**config.mk**
```make
export PLATFORM = sky130hd
export DESIGN_NAME = window_shift_buffer
export DESIGN_NICKNAME = d
export VERILOG_FILES = /design/src/rtl/window_shift_buffer.sv
export SDC_FILE = /design/constraint.sdc
export NUM_CORES = 1
export LEC_CHECK = 0
export ABC_AREA = 0
export BUFFER_PORTS_ARGS = -buffer_cell sky130_fd_sc_hd__buf_2
export CAP_MARGIN = 20
export CORE_MARGIN = 4
export CORE_UTILIZATION = 46
export CTS_CLUSTER_SIZE = 30
export DETAILED_ROUTE_END_ITERATION = 12
export PLACE_DENSITY_LB_ADDON = 0.2
export SYNTH_ARGS = -nofsm -noshare
export SYNTH_HDL_FRONTEND = slang
export SYNTH_SLANG_ARGS = --single-unit
```
**constraint.sdc**
```tcl
create_clock -name clk_i -period 1.7 [get_ports clk_i]
set_input_delay 0.34 -clock clk_i [delete_from_list [all_inputs] [get_ports clk_i]]
set_output_delay 0.34 -clock clk_i [all_outputs]
set_load 0.005 [all_outputs]
```
**src/rtl/window_shift_buffer.sv**
```systemverilog
// ROWS x COLS window register table: whole-table load, or one-line row/column shift per cycle.
// Reads are combinational with zero latency. Priority is rst > clr > ld > shift, and the block never stalls.
module window_shift_buffer #(
    parameter  int ROWS = 4,
    parameter  int COLS = 4,
    parameter  int DW   = 8,
    localparam int RW   = ($clog2(ROWS) > 1) ? $clog2(ROWS) : 1,
    localparam int CW   = ($clog2(COLS) > 1) ? $clog2(COLS) : 1
) (
    input  logic                     clk_i,
    input  logic                     rst_i,
    input  logic                     clr_i,
    input  logic                     ld_i,
    input  logic [ROWS*COLS*DW-1:0]  in_i,
    input  logic                     shift_i,
    input  logic                     dir_i,
    input  logic [COLS*DW-1:0]       row_in_i,
    input  logic [ROWS*DW-1:0]       col_in_i,
    input  logic [RW-1:0]            row_i,
    input  logic [CW-1:0]            col_i,
    output logic [DW-1:0]            out_o,
    output logic                     out_vld_o,
    output logic [ROWS*COLS*DW-1:0]  table_out_o,
    output logic                     full_o
);

    logic [DW-1:0] data_q [ROWS][COLS];
    logic [DW-1:0] data_d [ROWS][COLS];
    logic          vld_q  [ROWS][COLS];
    logic          vld_d  [ROWS][COLS];

    always_comb begin
        data_d = data_q;
        vld_d  = vld_q;
        if (clr_i) begin
            for (int r = 0; r < ROWS; r++) begin
                for (int c = 0; c < COLS; c++) begin
                    data_d[r][c] = '0;
                    vld_d[r][c]  = 1'b0;
                end
            end
        end else if (ld_i) begin
            for (int r = 0; r < ROWS; r++) begin
                for (int c = 0; c < COLS; c++) begin
                    data_d[r][c] = in_i[(ROWS*COLS-1-(r*COLS+c))*DW +: DW];
                    vld_d[r][c]  = 1'b1;
                end
            end
        end else if (shift_i && !dir_i) begin
            // Vertical slide: row 0 falls off the top, the new line enters at the bottom.
            for (int r = 0; r < ROWS-1; r++) begin
                for (int c = 0; c < COLS; c++) begin
                    data_d[r][c] = data_q[r+1][c];
                    vld_d[r][c]  = vld_q[r+1][c];
                end
            end
            for (int c = 0; c < COLS; c++) begin
                data_d[ROWS-1][c] = row_in_i[(COLS-1-c)*DW +: DW];
                vld_d[ROWS-1][c]  = 1'b1;
            end
        end else if (shift_i) begin
            // Horizontal slide: column 0 falls off the left, the new line enters at the right.
            for (int r = 0; r < ROWS; r++) begin
                for (int c = 0; c < COLS-1; c++) begin
                    data_d[r][c] = data_q[r][c+1];
                    vld_d[r][c]  = vld_q[r][c+1];
                end
                data_d[r][COLS-1] = col_in_i[(ROWS-1-r)*DW +: DW];
                vld_d[r][COLS-1]  = 1'b1;
            end
        end
    end

    always_ff @(posedge clk_i) begin
        if (rst_i) begin
            for (int r = 0; r < ROWS; r++) begin
                for (int c = 0; c < COLS; c++) begin
                    data_q[r][c] <= '0;
                    vld_q[r][c]  <= 1'b0;
                end
            end
        end else begin
            data_q <= data_d;
            vld_q  <= vld_d;
        end
    end

    // Decoded mux: an index with no matching element leaves the zero defaults in place.
    always_comb begin
        out_o       = '0;
        out_vld_o   = 1'b0;
        table_out_o = '0;
        full_o      = 1'b1;
        for (int r = 0; r < ROWS; r++) begin
            for (int c = 0; c < COLS; c++) begin
                if (row_i == RW'(r) && col_i == CW'(c)) begin
                    out_o     = data_q[r][c];
                    out_vld_o = vld_q[r][c];
                end
                table_out_o[(ROWS*COLS-1-(r*COLS+c))*DW +: DW] = data_q[r][c];
                full_o = full_o & vld_q[r][c];
            end
        end
    end

endmodule
```
=== Yosys cells after proc, flatten, opt, wreduce, memory -nomap -nowiden ===
Index checks and enable logic that the tools add are counted.

* Add/sub/neg operators: 0
* Multiply operators: 0
* Div/mod/pow operators: 0
* Magnitude comparators: 0
* Equality and inequality tests: 6
* Shift-type cells: 0
* Mux-type cells: 38
* Bitwise logic cells: 15
* Reduce and logical (&&, ||, !) cells: 22

{| class="wikitable"
|+ Operators with widths
! kind !! number
|-
| $mux W128 || 3
|-
| $mux W8 || 16
|-
| $mux W16 || 3
|-
| $logic_and A1 B1 Y1 || 17
|-
| $mux W1 || 16
|-
| $and A1 B1 Y1 || 15
|-
| $eq A2 B2 Y1 const B || 4
|-
| $eq A2 B1 Y1 const B || 2
|-
| $logic_not A2 Y1 || 2
|-
| $reduce_bool A3 Y1 || 1
|-
| $reduce_or A2 Y1 || 1
|-
| $logic_not A1 Y1 || 1
|}

* Register bits: 144
* Bits in latches: 0
* RAM bits: 0
* ROM bits: 0
* Input bits: 202
* Output and inout port bits: 138
* Word-level logic and storage cells: 113
* Memories: 0

=== Longest topological paths before layout ===
* Depth in word-level cells: 18
* Depth in mapped cells: 8
* Depth with buffers taken out: 5

=== Worst setup path after synthesis ===
No wires, ideal clock.

* Path kind: input port to output port
* From: in col_i[0]
* To: out out_vld_o
* Data arrival time: 1.436 ns
* Data required time: 1.360 ns
* Slack: -0.076 ns
* Stages: 7
* Buffers on the path: 2
* Path through: buf_6 -> buf_6 -> mux4_2 -> nand2_1 -> o31ai_1 -> a22oi_1 -> o31ai_1

* Word-level cells in the longest chain between the ends: 18
* Elaborated cells on any way between the ends: 36
* Classes of those cells: 3 x eq/ne; 16 x mux; 17 x reduce/logical

{| class="wikitable"
|+ Ends and longest elaborated chain
! element !! line !! RTL
|-
| start: declaration || 20 || <nowiki>input logic [CW-1:0] col_i,</nowiki>
|-
| $logic_not A2 Y1 || 96 || <nowiki>if (row_i == RW'(r) && col_i == CW'(c)) begin</nowiki>
|-
| $logic_and A1 B1 Y1 || 96 ||
|-
| $mux W1 (15 in series) || 96 ||
|-
| $mux W1 * || 96 ||
|-
| end: declaration || 22 || <nowiki>output logic out_vld_o,</nowiki>
|}

Every way passes the cells marked *; elsewhere a longest branch is shown, timed or not.

=== Worst setup path in the final report ===
* From: reg data_q, in the netlist table_out_o[1]
* To: out out_o[1]

* Word-level cells in the longest chain between the ends: 1

{| class="wikitable"
|+ Ends and longest elaborated chain
! element !! line !! RTL
|-
| start: declaration || 27 || <nowiki>logic [DW-1:0] data_q [ROWS][COLS];</nowiki>
|-
| start signal: assignment || 83 || <nowiki>data_q <= data_d;</nowiki>
|-
| $mux W8 || 96 ||
|-
| end: declaration || 21 || <nowiki>output logic [DW-1:0] out_o,</nowiki>
|}

No other way between the ends.

==> run metrics <==
outcome finished with violations; violated checks negative setup slack; worst skew pair latency 440 ps; setup violators final 10; GPL Wtd Cong 0.981; largest net degree at the start of global routing 55; CTS Sinks 144; Synth cell types 61; Final TNS setup -3810 ps; Hold Crit Class in -> reg; Root Buffer clkbuf_16; initial antenna violation count 1; Starting DRT DRC Count 986; Clock power frac 40.3%; Port Buffers 339; Buf+Inv Stages, Crit Path 1; sequential power share 35.4%; IO Count 340; Max clock buf depth 2; GRT Resource Usage Total 37.1%; final worst setup slack -507 ps; depth of the CTS H-tree 4; die area 22200 sq um; critical path class reg -> out; Ys Warns 0; number of placed instances, taps included 1884; Clock transition at path regs 70 ps; TritonCTS Buffers 17; CTS tree done; Tcrit/Tclk final 130%; number of synthesized register bits 144; CP Capture Type output pin; most frequent cells in the layout buf_2 (333), nor2_1 (272), buf_4 (222); grt ovf 0; vias in the first global route 10500; Area Overhead vs Synth 51.2%; Gate power share 24.3%; syn_nets 1367; leading post-synthesis cells by cell area dfxtp_1 (32%), mux2i_1 (16%), nor2_1 (11%); fillers 1632; total number of vias 11200; CP top delay family multiplexers; Initial Utilization 46.8%; r2r setup slk 420 ps; crit path max fanout 3; Peak VDD IR 0.544 mV; Nets 1859; switching share of power 29.8%; Max Fclk 0.453 GHz; Design Power 10.4 mW; sequential area share after synthesis 31.6%; Crit path largest cell delay 500 ps; Psw 3.10 mW; RSZ-0062 raised after global routing true; global-route wire length before repair 62600 um; antenna-violating nets left 0; Synth Cell Area 9130 sq um; Pwr Density 753 nW/um^2; max-slew headroom at the worst pin 68.5%; commonest non-fill, non-tap cell in the layout buf_2; Die Height 149 um; maxcap violations 0; Finished Layout Cells 1936; final WL 42900 um; Final Hold Vio Count 0; DR vias/cell 5.78; cell internal pwr 7.30 mW; Critical Path RT 1360 ps; fin crit period 2210 ps; die width 149 um; Avg Inst Size Synth 7.84 sq um; crit-path cells mux4_2 > o22ai_2 > o21a_1 > a31oi_2 > buf_2; slew of the pin with the lowest slew margin 472 ps; Synth Flop Type dfxtp_1; critical path's slowest cell mux4_2; Detailed Place HPWL 33100 um; ys async rst share 0%; TritonRoute pass-1 iters 6; fraction of layout cells with a size suffix above 1 43.2%; CP Launch Type register; most area-hungry cell type in the Yosys netlist dfxtp_1; post-synth top area share 31.6%; arrival time worst endpoint 1870 ps; Placement Rows 51; area of the core 19500 sq um; total leakage power 6.60 nW; Post-Route Skew 15.9 ps; # DRC 0; DR WL/cell 22.1 um; max-slew violations 0; number of synthesized flops with an enable pin 0; Synth Instances 1165
-- per-stage QoR --
step | worst slack (ps) | cell area [sq um] | util (%) | hold slack, ps
after floorplan | -61.5 | 9170 | - | 481
after global placement | -543 | 12600 | 64.6 | 572
after detailed placement | -591 | 12600 | 64.6 | 572
after CTS | -539 | 13700 | 70.1 | 124
after global routing | -568 | 13800 | 70.7 | 140
final | -507 | 13800 | 70.7 | 131
-- sequential cells by signal, summed over array words and instances (netlist names) --
name         count
vld_q           16
table_out_o    128
-- worst register-to-register path, delay by kind of cell (launching register included) --
kind	cells	cell delay, ps
AOI/OAI and AO/OA	2	290
and+or+nand+nor	1	50
muxes	1	350
buffers and inverters	1	160
DFF	1	350
-- worst paths after layout --
| kind | cells past startpoint | to | startpoint |
|---|---|---|---|
| min | 3 | table_out_o[118]$_SDFFE_PP0P_ | in_i[118] |
| max reg2reg | 5 | table_out_o[120]$_SDFFE_PP0P_ | table_out_o[112]$_SDFFE_PP0P_ |
| max | 5 | out_o[1] | table_out_o[1]$_SDFFE_PP0P_ |
| min reg2reg | 2 | vld_q[6]$_SDFFE_PP0P_ | vld_q[6]$_SDFFE_PP0P_ |
-- logic make-up after synthesis --
kind of cell,Yosys count,share of synthesized area (%)
muxes,173,20.4
DFF,144,31.6
AOI/OAI and AO/OA,378,26.0
buffers and inverters,124,6.52
and+or+nand+nor,346,15.5
-- synth_stat cells (all sizes together), types with 2 or more instances --
| library cell | count |
|---|---|
| o221ai | 7 |
| mux2 | 14 |
| o21bai | 2 |
| a22oi | 4 |
| nor3 | 11 |
| nor4 | 2 |
| o21ai | 33 |
| nand2b | 4 |
| o21a | 3 |
| a211oi | 129 |
| nand4 | 6 |
| clkinv | 3 |
| buf | 41 |
| a221oi | 2 |
| a21oi | 167 |
| clkbuf | 76 |
| o31ai | 2 |
| nand3b | 4 |
| nand3 | 3 |
| mux2i | 150 |
| o32ai | 2 |
| nor2b | 6 |
| inv | 4 |
| o211ai | 2 |
| dfxtp | 144 |
| a32oi | 4 |
| o221a | 2 |
| nand2 | 29 |
| mux4 | 9 |
| o22ai | 9 |
| nor2 | 274 |
-- power by group through the flow --
stage	sequential (mW)	clock (mW)	combinational, mW
2_1_floorplan	3.74	0	1.17
5_1_grt	3.69	4.35	2.71
3_5_place_dp	3.75	0	2.35
3_3_place_gp	3.75	0	2.32
6_report	3.68	4.19	2.53
4_1_cts	3.68	4.20	2.46
-- final cells by class --
cell class                      count  area (sq um)  share of cell area [%]
Clock inverter                     13           199                    1.44
Timing Repair Buffer              590          3960                    28.6
Clock buffer                       19           453                    3.28
Antenna cell                        1          2.50                  0.0181
Multi-Input combinational cell    897          5910                    42.8
Sequential cell                   144          2930                    21.2
Tap cell                          265           332                    2.40
Inverter                            7          26.3                   0.190
-- repair_timing --
| item | in CTS | in global routing |
|---|---|---|
| buffers inserted | 13 | 4 |
| setup endpoints to repair | 10 | 10 |
| hold buffers | 0 | 0 |
| cloned | 2 | 0 |
| resized for setup | 76 | 31 |
| pin swaps | 24 | 18 |
-- routing by layer --
metal  track usage, %  vias to the layer above  routed length, um  share of wire [%]
li1                 -                     5239                  -                  -
met1             48.4                     5156              17000                 40
met2             58.5                      676              19600                 46
met3             7.90                      113               4300                 10
met4             17.6                        0               2020                4.7
met5                0                        -                  0                  0
Note: power is estimated with default switching activity, not from simulation.
